## src/rtl/bomb_scheduler.sv

```systemverilog
// ---------------------------------------------------------------------------
// bomb_scheduler
//   Shared pool of NUM_SLOTS bomb slots for a two-player game. Each rising
//   edge of a player's drop key requests a bomb at the player's current
//   32-px tile. The request is granted into the lowest free slot when the
//   player is under quota and the tile is not already occupied. An armed
//   bomb counts down FUSE_SEC OneSecPulse ticks, blasts for one cycle, and
//   then frees its slot.
//
//   Optional feature: define BOMB_CHAIN_EN so that a blasting slot detonates
//   armed slots in the same tile row or column within BLAST_RANGE tiles. The
//   chain advances one hop per cycle.
//
// Ports
//   clk                      system clock (the only clock)
//   resetN                   synchronous, active-low reset
//   OneSecPulse              one-cycle tick, once per second
//   drop_key[1:0]            level drop key, bit p = player p
//   p0/p1_topLeftX/Y[10:0]   player positions in pixels
//   slot_x/slot_y            packed signed 11-bit top-left per slot;
//                            640/480 while the slot is free
//   slot_active              slot is ARMED or BLAST
//   slot_owner               owning player per slot
//   blast                    one-cycle explosion pulse per slot
//   grant/deny[1:0]          one-cycle drop-request result per player
// ---------------------------------------------------------------------------
module bomb_scheduler #(
    parameter int NUM_SLOTS      = 4,
    parameter int FUSE_SEC       = 3,
    parameter int MAX_PER_PLAYER = 2,
    parameter int BLAST_RANGE    = 2
) (
    input  logic                          clk,
    input  logic                          resetN,
    input  logic                          OneSecPulse,
    input  logic [1:0]                    drop_key,
    input  logic [10:0]                   p0_topLeftX,
    input  logic [10:0]                   p0_topLeftY,
    input  logic [10:0]                   p1_topLeftX,
    input  logic [10:0]                   p1_topLeftY,
    output logic signed [11*NUM_SLOTS-1:0] slot_x,
    output logic signed [11*NUM_SLOTS-1:0] slot_y,
    output logic [NUM_SLOTS-1:0]          slot_active,
    output logic [NUM_SLOTS-1:0]          slot_owner,
    output logic [NUM_SLOTS-1:0]          blast,
    output logic [1:0]                    grant,
    output logic [1:0]                    deny
);

    localparam logic [1:0] S_FREE  = 2'd0;
    localparam logic [1:0] S_ARMED = 2'd1;
    localparam logic [1:0] S_BLAST = 2'd2;

    localparam int CNT_W = $clog2(MAX_PER_PLAYER + 1);
    localparam int IDX_W = (NUM_SLOTS > 1) ? $clog2(NUM_SLOTS) : 1;
    localparam logic [2:0]         FUSE_INIT = 3'(FUSE_SEC);
    localparam logic signed [10:0] FREE_X    = 11'sd640;
    localparam logic signed [10:0] FREE_Y    = 11'sd480;

    if (FUSE_SEC < 1 || FUSE_SEC > 7) begin : g_fuse_range
        $error("bomb_scheduler: FUSE_SEC must be within 1..7");
    end
    if (BLAST_RANGE < 0) begin : g_blast_range
        $error("bomb_scheduler: BLAST_RANGE must not be negative");
    end

    function automatic logic signed [10:0] snap(input logic [10:0] pos);
        return signed'({pos[10:5], 5'b0});
    endfunction

`ifdef BOMB_CHAIN_EN
    // Same row or column, and within BLAST_RANGE tiles along the other axis.
    function automatic logic in_reach(input logic signed [10:0] ax, input logic signed [10:0] ay,
                                      input logic signed [10:0] bx, input logic signed [10:0] by);
        int dx;
        int dy;
        dx = int'(ax) - int'(bx);
        dy = int'(ay) - int'(by);
        if (dx < 0) dx = -dx;
        if (dy < 0) dy = -dy;
        return ((ay == by) && (dx <= BLAST_RANGE * 32)) ||
               ((ax == bx) && (dy <= BLAST_RANGE * 32));
    endfunction
`endif

    // Registered slot state
    logic [1:0]         state [NUM_SLOTS];
    logic signed [10:0] sx    [NUM_SLOTS];
    logic signed [10:0] sy    [NUM_SLOTS];
    logic [2:0]         timer [NUM_SLOTS];
    logic [NUM_SLOTS-1:0] own;
    logic [CNT_W-1:0]   held  [2];
    logic [1:0]         key_q;
    logic               ptr;

    // Request evaluation
    logic [1:0]         req;
    logic signed [10:0] tx [2];
    logic signed [10:0] ty [2];
    logic [1:0]         tile_busy;
    logic               win, lose;
    logic               w_found, l_found, w_ok, l_ok;
    logic [IDX_W-1:0]   w_slot, l_slot;
    logic [1:0]         grant_d, deny_d;
    logic [NUM_SLOTS-1:0] chain_hit;
    logic [CNT_W-1:0]   held_d [2];

    // Only tile-snapped positions matter; the sub-tile bits are ignored.
    logic unused_pos_lsbs;
    assign unused_pos_lsbs = ^{p0_topLeftX[4:0], p0_topLeftY[4:0],
                               p1_topLeftX[4:0], p1_topLeftY[4:0]};

    assign req = drop_key & ~key_q;

    always_comb begin
        tx[0] = snap(p0_topLeftX);
        ty[0] = snap(p0_topLeftY);
        tx[1] = snap(p1_topLeftX);
        ty[1] = snap(p1_topLeftY);

        tile_busy = '0;
        for (int p = 0; p < 2; p++) begin
            for (int i = 0; i < NUM_SLOTS; i++) begin
                if (state[i] != S_FREE && sx[i] == tx[p] && sy[i] == ty[p])
                    tile_busy[p] = 1'b1;
            end
        end

        // A lone requester wins outright; on contention the pointer decides.
        win  = (req == 2'b11) ? ptr : req[1];
        lose = ~win;

        w_found = 1'b0;
        w_slot  = '0;
        for (int i = NUM_SLOTS - 1; i >= 0; i--) begin
            if (state[i] == S_FREE) begin
                w_found = 1'b1;
                w_slot  = IDX_W'(i);
            end
        end
        w_ok = req[win] && w_found && (held[win] < CNT_W'(MAX_PER_PLAYER)) && !tile_busy[win];

        // The loser sees the pool as it stands after the winner's allocation.
        l_found = 1'b0;
        l_slot  = '0;
        for (int i = NUM_SLOTS - 1; i >= 0; i--) begin
            if (state[i] == S_FREE && !(w_ok && w_slot == IDX_W'(i))) begin
                l_found = 1'b1;
                l_slot  = IDX_W'(i);
            end
        end
        l_ok = (req == 2'b11) && l_found && (held[lose] < CNT_W'(MAX_PER_PLAYER)) &&
               !tile_busy[lose] && !(tx[lose] == tx[win] && ty[lose] == ty[win]);

        grant_d = '0;
        deny_d  = '0;
        if (req[win]) begin
            grant_d[win] = w_ok;
            deny_d[win]  = !w_ok;
        end
        if (req == 2'b11) begin
            grant_d[lose] = l_ok;
            deny_d[lose]  = !l_ok;
        end

        chain_hit = '0;
`ifdef BOMB_CHAIN_EN
        for (int j = 0; j < NUM_SLOTS; j++) begin
            for (int i = 0; i < NUM_SLOTS; i++) begin
                if (i != j && state[i] == S_BLAST && state[j] == S_ARMED &&
                    in_reach(sx[i], sy[i], sx[j], sy[j]))
                    chain_hit[j] = 1'b1;
            end
        end
`endif
    end

    // Held count: +1 per grant, -1 per owned slot leaving BLAST this cycle.
    always_comb begin
        int cnt;
        for (int p = 0; p < 2; p++) begin
            cnt = int'(held[p]);
            if (grant_d[p]) cnt = cnt + 1;
            for (int i = 0; i < NUM_SLOTS; i++) begin
                if (state[i] == S_BLAST && own[i] == 1'(p)) cnt = cnt - 1;
            end
            held_d[p] = CNT_W'(cnt);
        end
    end

    // ---- state register boundary ----
    always_ff @(posedge clk) begin
        if (!resetN) begin
            key_q <= 2'b11;
            ptr   <= 1'b0;
            grant <= '0;
            deny  <= '0;
            own   <= '0;
            for (int p = 0; p < 2; p++) held[p] <= '0;
            for (int i = 0; i < NUM_SLOTS; i++) begin
                state[i] <= S_FREE;
                sx[i]    <= FREE_X;
                sy[i]    <= FREE_Y;
                timer[i] <= FUSE_INIT;
            end
        end else begin
            key_q   <= drop_key;
            grant   <= grant_d;
            deny    <= deny_d;
            held[0] <= held_d[0];
            held[1] <= held_d[1];
            if (req == 2'b11) ptr <= lose;
            for (int i = 0; i < NUM_SLOTS; i++) begin
                case (state[i])
                    S_FREE: begin
                        if (w_ok && w_slot == IDX_W'(i)) begin
                            state[i] <= S_ARMED;
                            sx[i]    <= tx[win];
                            sy[i]    <= ty[win];
                            own[i]   <= win;
                            timer[i] <= FUSE_INIT;
                        end else if (l_ok && l_slot == IDX_W'(i)) begin
                            state[i] <= S_ARMED;
                            sx[i]    <= tx[lose];
                            sy[i]    <= ty[lose];
                            own[i]   <= lose;
                            timer[i] <= FUSE_INIT;
                        end
                    end
                    S_ARMED: begin
                        if (chain_hit[i] || (OneSecPulse && timer[i] == 3'd1))
                            state[i] <= S_BLAST;
                        else if (OneSecPulse)
                            timer[i] <= timer[i] - 3'd1;
                    end
                    default: begin
                        state[i] <= S_FREE;
                        sx[i]    <= FREE_X;
                        sy[i]    <= FREE_Y;
                    end
                endcase
            end
        end
    end

    always_comb begin
        slot_x      = '0;
        slot_y      = '0;
        slot_active = '0;
        blast       = '0;
        for (int i = 0; i < NUM_SLOTS; i++) begin
            slot_x[i*11 +: 11] = sx[i];
            slot_y[i*11 +: 11] = sy[i];
            slot_active[i]     = (state[i] != S_FREE);
            blast[i]           = (state[i] == S_BLAST);
        end
    end

    assign slot_owner = own;

endmodule

```

## config.mk

```make
export PLATFORM = sky130hd
export DESIGN_NAME = bomb_scheduler
export DESIGN_NICKNAME = d
export VERILOG_FILES = /design/src/rtl/bomb_scheduler.sv
export SDC_FILE = /design/constraint.sdc
export NUM_CORES = 1
export LEC_CHECK = 0
export BUFFER_PORTS_ARGS = -buffer_cell sky130_fd_sc_hd__buf_4
export CORE_MARGIN = 2
export CORE_UTILIZATION = 50
export DETAILED_ROUTE_END_ITERATION = 6
export PLACE_DENSITY_LB_ADDON = 0.1
export SLEW_MARGIN = 25
export SYNTH_ARGS = -nofsm -noshare
export SYNTH_HDL_FRONTEND = slang
export SYNTH_SLANG_ARGS = --single-unit
```

## constraint.sdc

```tcl
create_clock -name clk -period 8.3 [get_ports clk]
set_input_delay 0.415 -clock clk [delete_from_list [all_inputs] [get_ports clk]]
set_output_delay 0.415 -clock clk [all_outputs]
set_load 0.05 [all_outputs]
```

After elaboration in Yosys (flattened, before gate mapping)
Memories as Yosys holds them, arrays and structs flattened.
Index checks and enable logic that the tools add are counted.
- ROM bits: 0
- latch bits: 0
- bits of input ports: 49
- output and inout bits: 104
- word-level logic and storage cells: 426
- register bits after elaboration: 11
- memories kept: 5
- memory bits (writable): 112
- memories (memory ; depth ; width ; rd ports ; clocked after memory_dff ; wr ports ; RTL line ; source):
    sx ; 4 ; 11 ; 4 ; 0 ; 4 ; 88 ; logic signed [10:0] sx [NUM_SLOTS];
    sy ; 4 ; 11 ; 4 ; 0 ; 4 ; 89 ; logic signed [10:0] sy [NUM_SLOTS];
    timer ; 4 ; 3 ; 4 ; 0 ; 4 ; 90 ; logic [2:0] timer [NUM_SLOTS];
    state ; 4 ; 2 ; 4 ; 0 ; 4 ; 87 ; logic [1:0] state [NUM_SLOTS];
    held ; 2 ; 2 ; 4 ; 0 ; 2 ; 92 ; logic [CNT_W-1:0] held [2];
- add/subtract/negate cells: 14
- divide/modulo/power cells: 0
- order comparisons: 8
- reductions and logical operators: 81
- multiply operators: 0
- bitwise gates (word level): 65
- equality and inequality tests: 37
- shift-type cells: 0
- mux-type cells: 208
- operators by type and width (kind ; number):
    11-bit two-way mux ; 36
    11-bit equality test ; 18
    1-bit two-way mux ; 116
    2-bit two-way mux ; 40
    1-bit OR ; 54
    1-bit logical AND ; 50
    3-bit two-way mux ; 12
    2-bit equality test, second input constant ; 9
    2-bit nonzero test ; 8
    2-bit by 1-bit equality test with 1-bit output, second input constant ; 6
    3-bit by 1-bit equality test with 1-bit output, second input constant ; 4
    2-bit logical NOT ; 6
    2-bit subtractor, second input constant ; 6
    3-bit by 1-bit subtractor with 3-bit output, second input constant ; 4
    1-bit logical NOT ; 9
    2-bit AND reduction ; 4
    2-bit OR reduction ; 4
    2-bit AND ; 3
    1-bit inverter ; 5
    2-bit by 1-bit adder with 2-bit output, second input constant ; 2
    2-bit bitwise mux ; 2
    2-bit greater-or-equal comparator, second input constant ; 2
    1-bit by 2-bit less-than comparator with 1-bit output, second input constant ; 2
    2-bit less-than comparator, second input constant ; 2
    5 further kinds ; 9

Depth between registers and ports, before layout
Gate-level depths: netlist (run 1).
An unclocked memory read counts as a cell.
- depth in word-level cells: 35
- mapped depth: 14
- depth with buffers taken out: 13

Worst setup path after synthesis (run 1)
No wires, ideal clock.
- path kind: reg-to-reg
- from: memory sx[2][8]
- to: memory state[1][0], enable pin
- setup slack: 4.731 ns
- library setup time: 0.245 ns
- data required time: 8.055 ns
- data arrival time: 3.323 ns
- clock period less this slack: 3.569 ns
- path buffers: 0
- stages on the path, launching flop included: 12
- cells stage by stage: edfxtp_1 xor2_1 nor4_1 nand4_1 nor4_1 nor4_2 mux2i_1 nor2_4 maj3_1 and2_1 or3_1 a31o_2
- RTL lines (element ; RTL line):
    start, declared ; 88
    end, declared ; 87

==> impl_metrics.toml, run 1 <==
[run_status]
outcome = "completed"

[die]
die-width_um = 114
placementRows = 40
io_pins = 153
die_h_um = 114
start_util_pct = 50.6
die_area_sq_mm = 0.0130
core_area_sq_mm = 0.0119

[clock_network]
cts_root_buffer = "clkbuf_16"
cts_tree = "built"
clockBufferDepth = 2
cts_inserted_buffers = 9
ctsResizeCount = 0
cts_setup_buffers = 0
path_clk_slew_ns = 0.06
cts-hold-fix-buffers = 0
htreeDepth = 3
insertion_delay_ns = 0.35
clkSinkCount = 83

[sta]
hold_viol_final = 0
setup_tns_ns = 0
clock_skew_ns = 0.00601
slew_violations = 0
post-route-period-util_pct = 50.0
hold_slack_ns = 0.255
period_minus_slack_ns = 4.15
tightest_slew_ns = 0.954
setup_viol = 0
slew_headroom_pct = 36.2
rsz0062_at_grt = "no"
max_freq_mhz = 241

[yosys]
ys_warn_count = 0
yosys_most_used_dff = "edfxtp_1"
async_flop_share_pct = 0
synth_area_leader_cell = "edfxtp_1"
ys_ff_latch = 83
syn_inst = 606
synth_area_leaders = "edfxtp_1 (34%), xnor2_1 (9.7%), xor2_1 (8.4%)"
yosys.area.top_type_share_pct = 33.9
yosysMostFrequentCell = "edfxtp_1"
synth_edf_count = 68
yosysSeqAreaShare_pct = 38.9
synth_cell_types = 60
syn-cell-area_sq_mm = 0.00603
avgSynthCellArea_sq_um = 9.95
synth_common_cells = "edfxtp_1 (68), xnor2_1 (67), xor2_1 (58), buf_4 (47), nand2_1 (47)"

[critical_path]
cp_common_cell = "nor2_1"
cp.arrival_ns = 4.07
start_kind = "flop"
crit_required_ns = 8.22
crit_fanout = 13
slowest_delay_ns = 0.76
path_class = "flop to flop"
crit_family = "simple AND/OR/NAND/NOR gates"
slowest_stage = "nor2_1"
critPathCaptureType = "flop"
crit_chain = "nor2_1 -> nor2_1 -> nand2_1 -> o21ai_0 -> nor2_1 -> a22oi_4 -> mux2_2 -> nand2_1 -> a211oi_2 -> a31oi_1 -> nand3b_1"
worst-path-buf-inv = 0

[route]
drc = 0
drt_wl_total_um = 16000
firstDrtPassIters = 5
drt_iter0_drc = 374
num_vias = 4697
viasPerCell = 5.67
final_antenna_net_count = 0
drt-wirelength-per-cell_um = 19.3

[pwr]
pwr-share-seq_pct = 39.6
comb_power_share_pct = 26.2
swShare_pct = 33.8
p_sw_mw = 0.432
clockPowerShare_pct = 34.1
internal_power_mw = 0.846
p_leak_nw = 2.71
powerDensity_mw_per_mm2 = 185
peakVddDrop_mv = 0.0967

[cells_and_area]
drive_gt1_share_pct = 19.2
fillers = 1039
final_nets = 734
antenna_cells = 0
synthToLayoutAreaGrowth_pct = 14.5
fin_util_pct = 57.9

[global_route]
grt_pass1_vias = 4554
grt_max_degree = 26
overflow = 0
grt_pass1_wl_um = 24900
antenna_found_initial = 0
grtUsageTotal_pct = 25.2

[place]
dp_hpwl_um = 11800
gp_congestion = 0.902
numPortBuffers = 92

[flow_run]
drv_cap = 0

[worst_hold_path]
hp-class = "primary input to flop"
flip-flops by register name, indices dropped and copies added, names as in the netlist:
signal,count
state,8
held,4
grant,2
sx,24
timer,12
sy,24
slot_owner,4
key_q,2
deny,2
ptr,1
cell families (layout without fill, tap and decap cells):
kind of cell,after synthesis,in the layout,share of synthesized area [%]
compound gates,72,72,9.59
xor+xnor,125,125,18.2
fa+ha+maj,11,11,2.18
buf+inv,92,129,9.15
flops,83,83,38.9
mux,29,29,4.92
other cells,1,40,0.0622
simple gates,193,193,17.1
area by class of cell:
class | instances | area (sq um) | share of cell area, %
clock buffers | 9 | 225 | 3.26
inverters | 19 | 71.3 | 1.03
well taps | 147 | 184 | 2.66
flip-flops and latches | 83 | 2340 | 33.9
multi-input cells | 470 | 3280 | 47.5
clock inverters | 7 | 92.6 | 1.34
repair buffers | 94 | 706 | 10.2
cell usage in the layout (no fill, tap or decap), drive strengths merged, types with 7 or more instances in the layout:
cell / count
inv: 19
dfxtp: 15
nand2b: 9
nor4: 21
conb: 40
a21oi: 9
ha: 8
xnor2: 67
xor2: 58
nand4: 20
o22a: 13
mux2i: 27
nand3: 11
nand2: 47
nor2: 39
o21a: 7
nor2b: 13
o21ai: 9
a22o: 13
edfxtp: 68
clkbuf: 9
buf: 94
power groups by stage:
stage	Clock (mW)	Combinational [mW]	Sequential, mW
5_1_grt	0.456	0.357	0.510
3_5_place_dp	0	0.332	0.515
3_3_place_gp	0	0.326	0.514
6_report	0.436	0.335	0.506
4_1_cts	0.439	0.333	0.506
2_1_floorplan	0	0.230	0.552
per-stage QoR:
stage | std cells | cell area (sq um) | setup WS (ns) | power, mW
4_1_cts | 829 | 6900 | 4.20 | 1.28
2_1_floorplan | 645 | 6170 | 4.73 | 0.782
3_5_place_dp | 813 | 6580 | 4.22 | 0.847
3_3_place_gp | 813 | 6580 | 4.20 | 0.840
5_1_grt | 829 | 6900 | 3.93 | 1.32
6_report | 829 | 6900 | 4.15 | 1.28
final timing paths:
kind                            depth (start not counted)       end         from  slack [ns]
worst max-delay path                                   11  sy[3][8]  state[0][1]        4.15
worst min-delay path                                    2  key_q[1]  drop_key[1]        0.26
worst max register to register                         11  sy[3][8]  state[0][1]        4.15
worst min register to register                          2       ptr          ptr        0.57
metal layers:
metal | global-route usage (%) | vias up | part of all wire [%]
li1 | - | 2193 | -
met5 | 0 | - | 0
met3 | 4.68 | 32 | 6.9
met2 | 41.8 | 199 | 47
met1 | 32.5 | 2273 | 43
met4 | 10.6 | 0 | 2.7
Power figures use the tool's default switching activity.
==> inputs of run 2 (changes only) <==
--- a/config.mk
+++ b/config.mk
@@ -5,6 +5,7 @@
 export SDC_FILE = /design/constraint.sdc
 export NUM_CORES = 1
 export LEC_CHECK = 0
+export ABC_AREA = 1
 export BUFFER_PORTS_ARGS = -buffer_cell sky130_fd_sc_hd__buf_4
 export CORE_MARGIN = 2
 export CORE_UTILIZATION = 50
==> constraint.sdc (replaced) <==
create_clock -name clk -period 3.4 [get_ports clk]
set_input_delay 0.17 -clock clk [delete_from_list [all_inputs] [get_ports clk]]
set_output_delay 0.17 -clock clk [all_outputs]
set_load 0.05 [all_outputs]
==> run 2 against run 1 <==
Against the previous run: final cell count up 63%; synthesized cell count up 76%; core utilization up 1.2 points; total power rose to 2.6 times the previous value; final area up 19%; synthesized area up 17%; register-to-register slack worse by 3.9 ns; clock-buffer cell count up 4; setup slack worse by 3.9 ns; hold slack worse by 0.24 ns; critical path depth up 5; critical path type unchanged; largest power group unchanged.
==> impl_metrics.toml, run 2 <==
[run_status]
outcome = "completed"

[cells_and_area]
mostFrequentLayoutCells = "nand2_1 (330), inv_1 (120), buf_4 (118)"
top_regs = "sx (24), sy (24), timer (12)"
stdcell_count = 1348
final_nets = 1220
final_common_cell = "nand2_1"
synthToLayoutAreaGrowth_pct = 16.0
fillers = 1411
antenna_cells = 0
drive_gt1_share_pct = 17.7

[yosys]
synth_edf_count = 68
syn_inst = 1064
async_flop_share_pct = 0
synth_area_leaders = "edfxtp_1 (29%), nand2_1 (18%), inv_1 (6.4%)"
synth_area_leader_cell = "edfxtp_1"
yosysSeqAreaShare_pct = 33.1
ys_warn_count = 0
avgSynthCellArea_sq_um = 6.66
yosys_most_used_dff = "edfxtp_1"
ys_ff_latch = 83
synth_common_cells = "nand2_1 (332), inv_1 (120), nor2_1 (110), edfxtp_1 (68), o21ai_0 (57)"
yosysMostFrequentCell = "nand2_1"
synth_cell_types = 46
syn-cell-area_sq_mm = 0.00708
yosys.area.top_type_share_pct = 28.8

[die]
die_h_um = 123
die-width_um = 123
placementRows = 43
start_util_pct = 51.0
io_pins = 153
die_area_sq_mm = 0.0151
core_area_sq_mm = 0.0139

[pwr]
p_sw_mw = 1.25
powerDensity_mw_per_mm2 = 398
internal_power_mw = 2.02
peakVddDrop_mv = 0.276
p_leak_nw = 4.01
clockPowerShare_pct = 30.3
swShare_pct = 38.3
pwr-share-seq_pct = 38.1
comb_power_share_pct = 31.6

[global_route]
antenna_found_initial = 0
overflow = 0
grtUsageTotal_pct = 32.5
grt_pass1_vias = 6489
grt_max_degree = 28
grt_pass1_wl_um = 36200

[critical_path]
critPathCaptureType = "flop"
crit_fanout = 16
crit_chain = "xnor2_1 -> nand3_1 -> nor2_1 -> nand2_1 -> nand2_1 -> nor2_1 -> o21a_4 -> nand2_4 -> nand2_4 -> nand2_4 -> and2_1 -> nand2_1 -> nor2_2 -> inv_1 -> o21ai_0 -> a21oi_1"
crit_family = "simple AND/OR/NAND/NOR gates"
slowest_delay_ns = 0.49
path_class = "flop to flop"
slowest_stage = "edfxtp_1"
worst-path-buf-inv = 1
crit_required_ns = 3.46
cp.arrival_ns = 3.24
r2r-start = "sy[0][7]"
startpoint = "sy[0][7]"
start_kind = "flop"

[route]
drt-wirelength-per-cell_um = 18.0
final_antenna_net_count = 0
drt_iter0_drc = 798
drc = 0
drt_wl_total_um = 24300
viasPerCell = 5.37
firstDrtPassIters = 5
num_vias = 7244

[clock_network]
insertion_delay_ns = 0.36
htreeDepth = 3
path_clk_slew_ns = 0.06
cts_inserted_buffers = 9
cts-hold-fix-buffers = 0
cts_root_buffer = "clkbuf_16"
clkSinkCount = 83
clockBufferDepth = 2
cts_tree = "built"

[worst_hold_path]
hp-start = "drop_key[0]"
hp-class = "primary input to flop"

[flow_run]
drv_cap = 0

[sta]
rsz0062_at_grt = "no"
post-route-period-util_pct = 93.6
setup_tns_ns = 0
tightest_slew_ns = 0.607
clock_skew_ns = 0.0154
slew_headroom_pct = 59.1
hold_viol_final = 0
period_minus_slack_ns = 3.18
max_freq_mhz = 314
setup_viol = 0
slew_violations = 0

[place]
numPortBuffers = 92
dp_hpwl_um = 19400
place_inst = 1332
gp_congestion = 1.01
[run 2: cell types whose count changed after synthesis, sizes merged, moves of 14 or more]
cell,before,now
nand2,47,350
inv,19,149
nor2,39,124
o21ai,9,70
xnor2,67,19
xor2,58,17
nand3,11,49
a21oi,9,37
mux2i,27,0
nor4,21,7
[run 2: layout make-up]
class / count / area, sq um / area share [%]
Multi-Input combinational cell: 798 / 3870 / 47.1
Tap cell: 180 / 225 / 2.74
Sequential cell: 83 / 2340 / 28.5
Clock inverter: 3 / 20.0 / 0.244
Inverter: 151 / 571 / 6.95
Timing Repair Buffer: 120 / 917 / 11.2
Clock buffer: 13 / 272 / 3.31
[run 2: layer usage]
metal | GRT usage (%) | wire length (um)
met1 | 47.1 | 11000
met2 | 48.6 | 10600
met3 | 6.69 | 2230
met4 | 10.3 | 571
met5 | 0 | 0
[run 2: what timing repair did]
item,in CTS,in global routing
buffers inserted,0,0
setup endpoints to repair,0,34
resized for setup,0,6
[run 2: path summary, 6_finish.rpt]
path,slack [ns],cells past startpoint,end
setup / recovery,0.22,16,sx[0][10]
hold / removal,0.01,3,key_q[0]
setup reg to reg,0.22,16,sx[0][10]
hold reg to reg,0.52,2,slot_owner[0]
[run 2: worst register-to-register path, stage by stage, from the launching register on]
cell and delay [ns]:
edfxtp_1 0.49, xnor2_1 0.28, nand3_1 0.18, nor2_1 0.13
nand2_1 0.10, nand2_1 0.14, nor2_1 0.08, o21a_4 0.23
nand2_4 0.10, nand2_4 0.06, nand2_4 0.10, and2_1 0.17
nand2_1 0.08, nor2_2 0.12, inv_1 0.30, o21ai_0 0.25
a21oi_1 0.08
[run 2: logic make-up after synthesis]
family / Yosys count / synth area share, %
other cells: 1 / 0.0530
xor+xnor: 36 / 4.45
compound gates: 143 / 11.9
fa+ha+maj: 8 / 1.41
buf+inv: 222 / 14.6
flops: 83 / 33.1
simple gates: 571 / 34.5
[run 2: power by group through the flow]
| stage | sequential, mW | combinational, mW | clock [mW] |
|---|---|---|---|
| 2_1_floorplan | 1.36 | 0.631 | 0 |
| 3_3_place_gp | 1.26 | 1.00 | 0 |
| 3_5_place_dp | 1.26 | 1.01 | 0 |
| 4_1_cts | 1.24 | 1.01 | 0.995 |
| 5_1_grt | 1.25 | 1.11 | 1.03 |
| 6_report | 1.24 | 1.03 | 0.992 |
[run 2: through the flow]
step	power, mW	cell area [sq um]	hold WS, ns	setup WS, ns	util, %
2_1_floorplan	1.99	7230	0.267	0.0965	-
3_3_place_gp	2.27	7900	0.362	0.280	56.9
3_5_place_dp	2.27	7900	0.366	0.232	56.9
4_1_cts	3.25	8190	0.00260	0.194	59.0
5_1_grt	3.39	8210	0.0270	0.00141	59.2
6_report	3.27	8210	0.0119	0.217	59.2
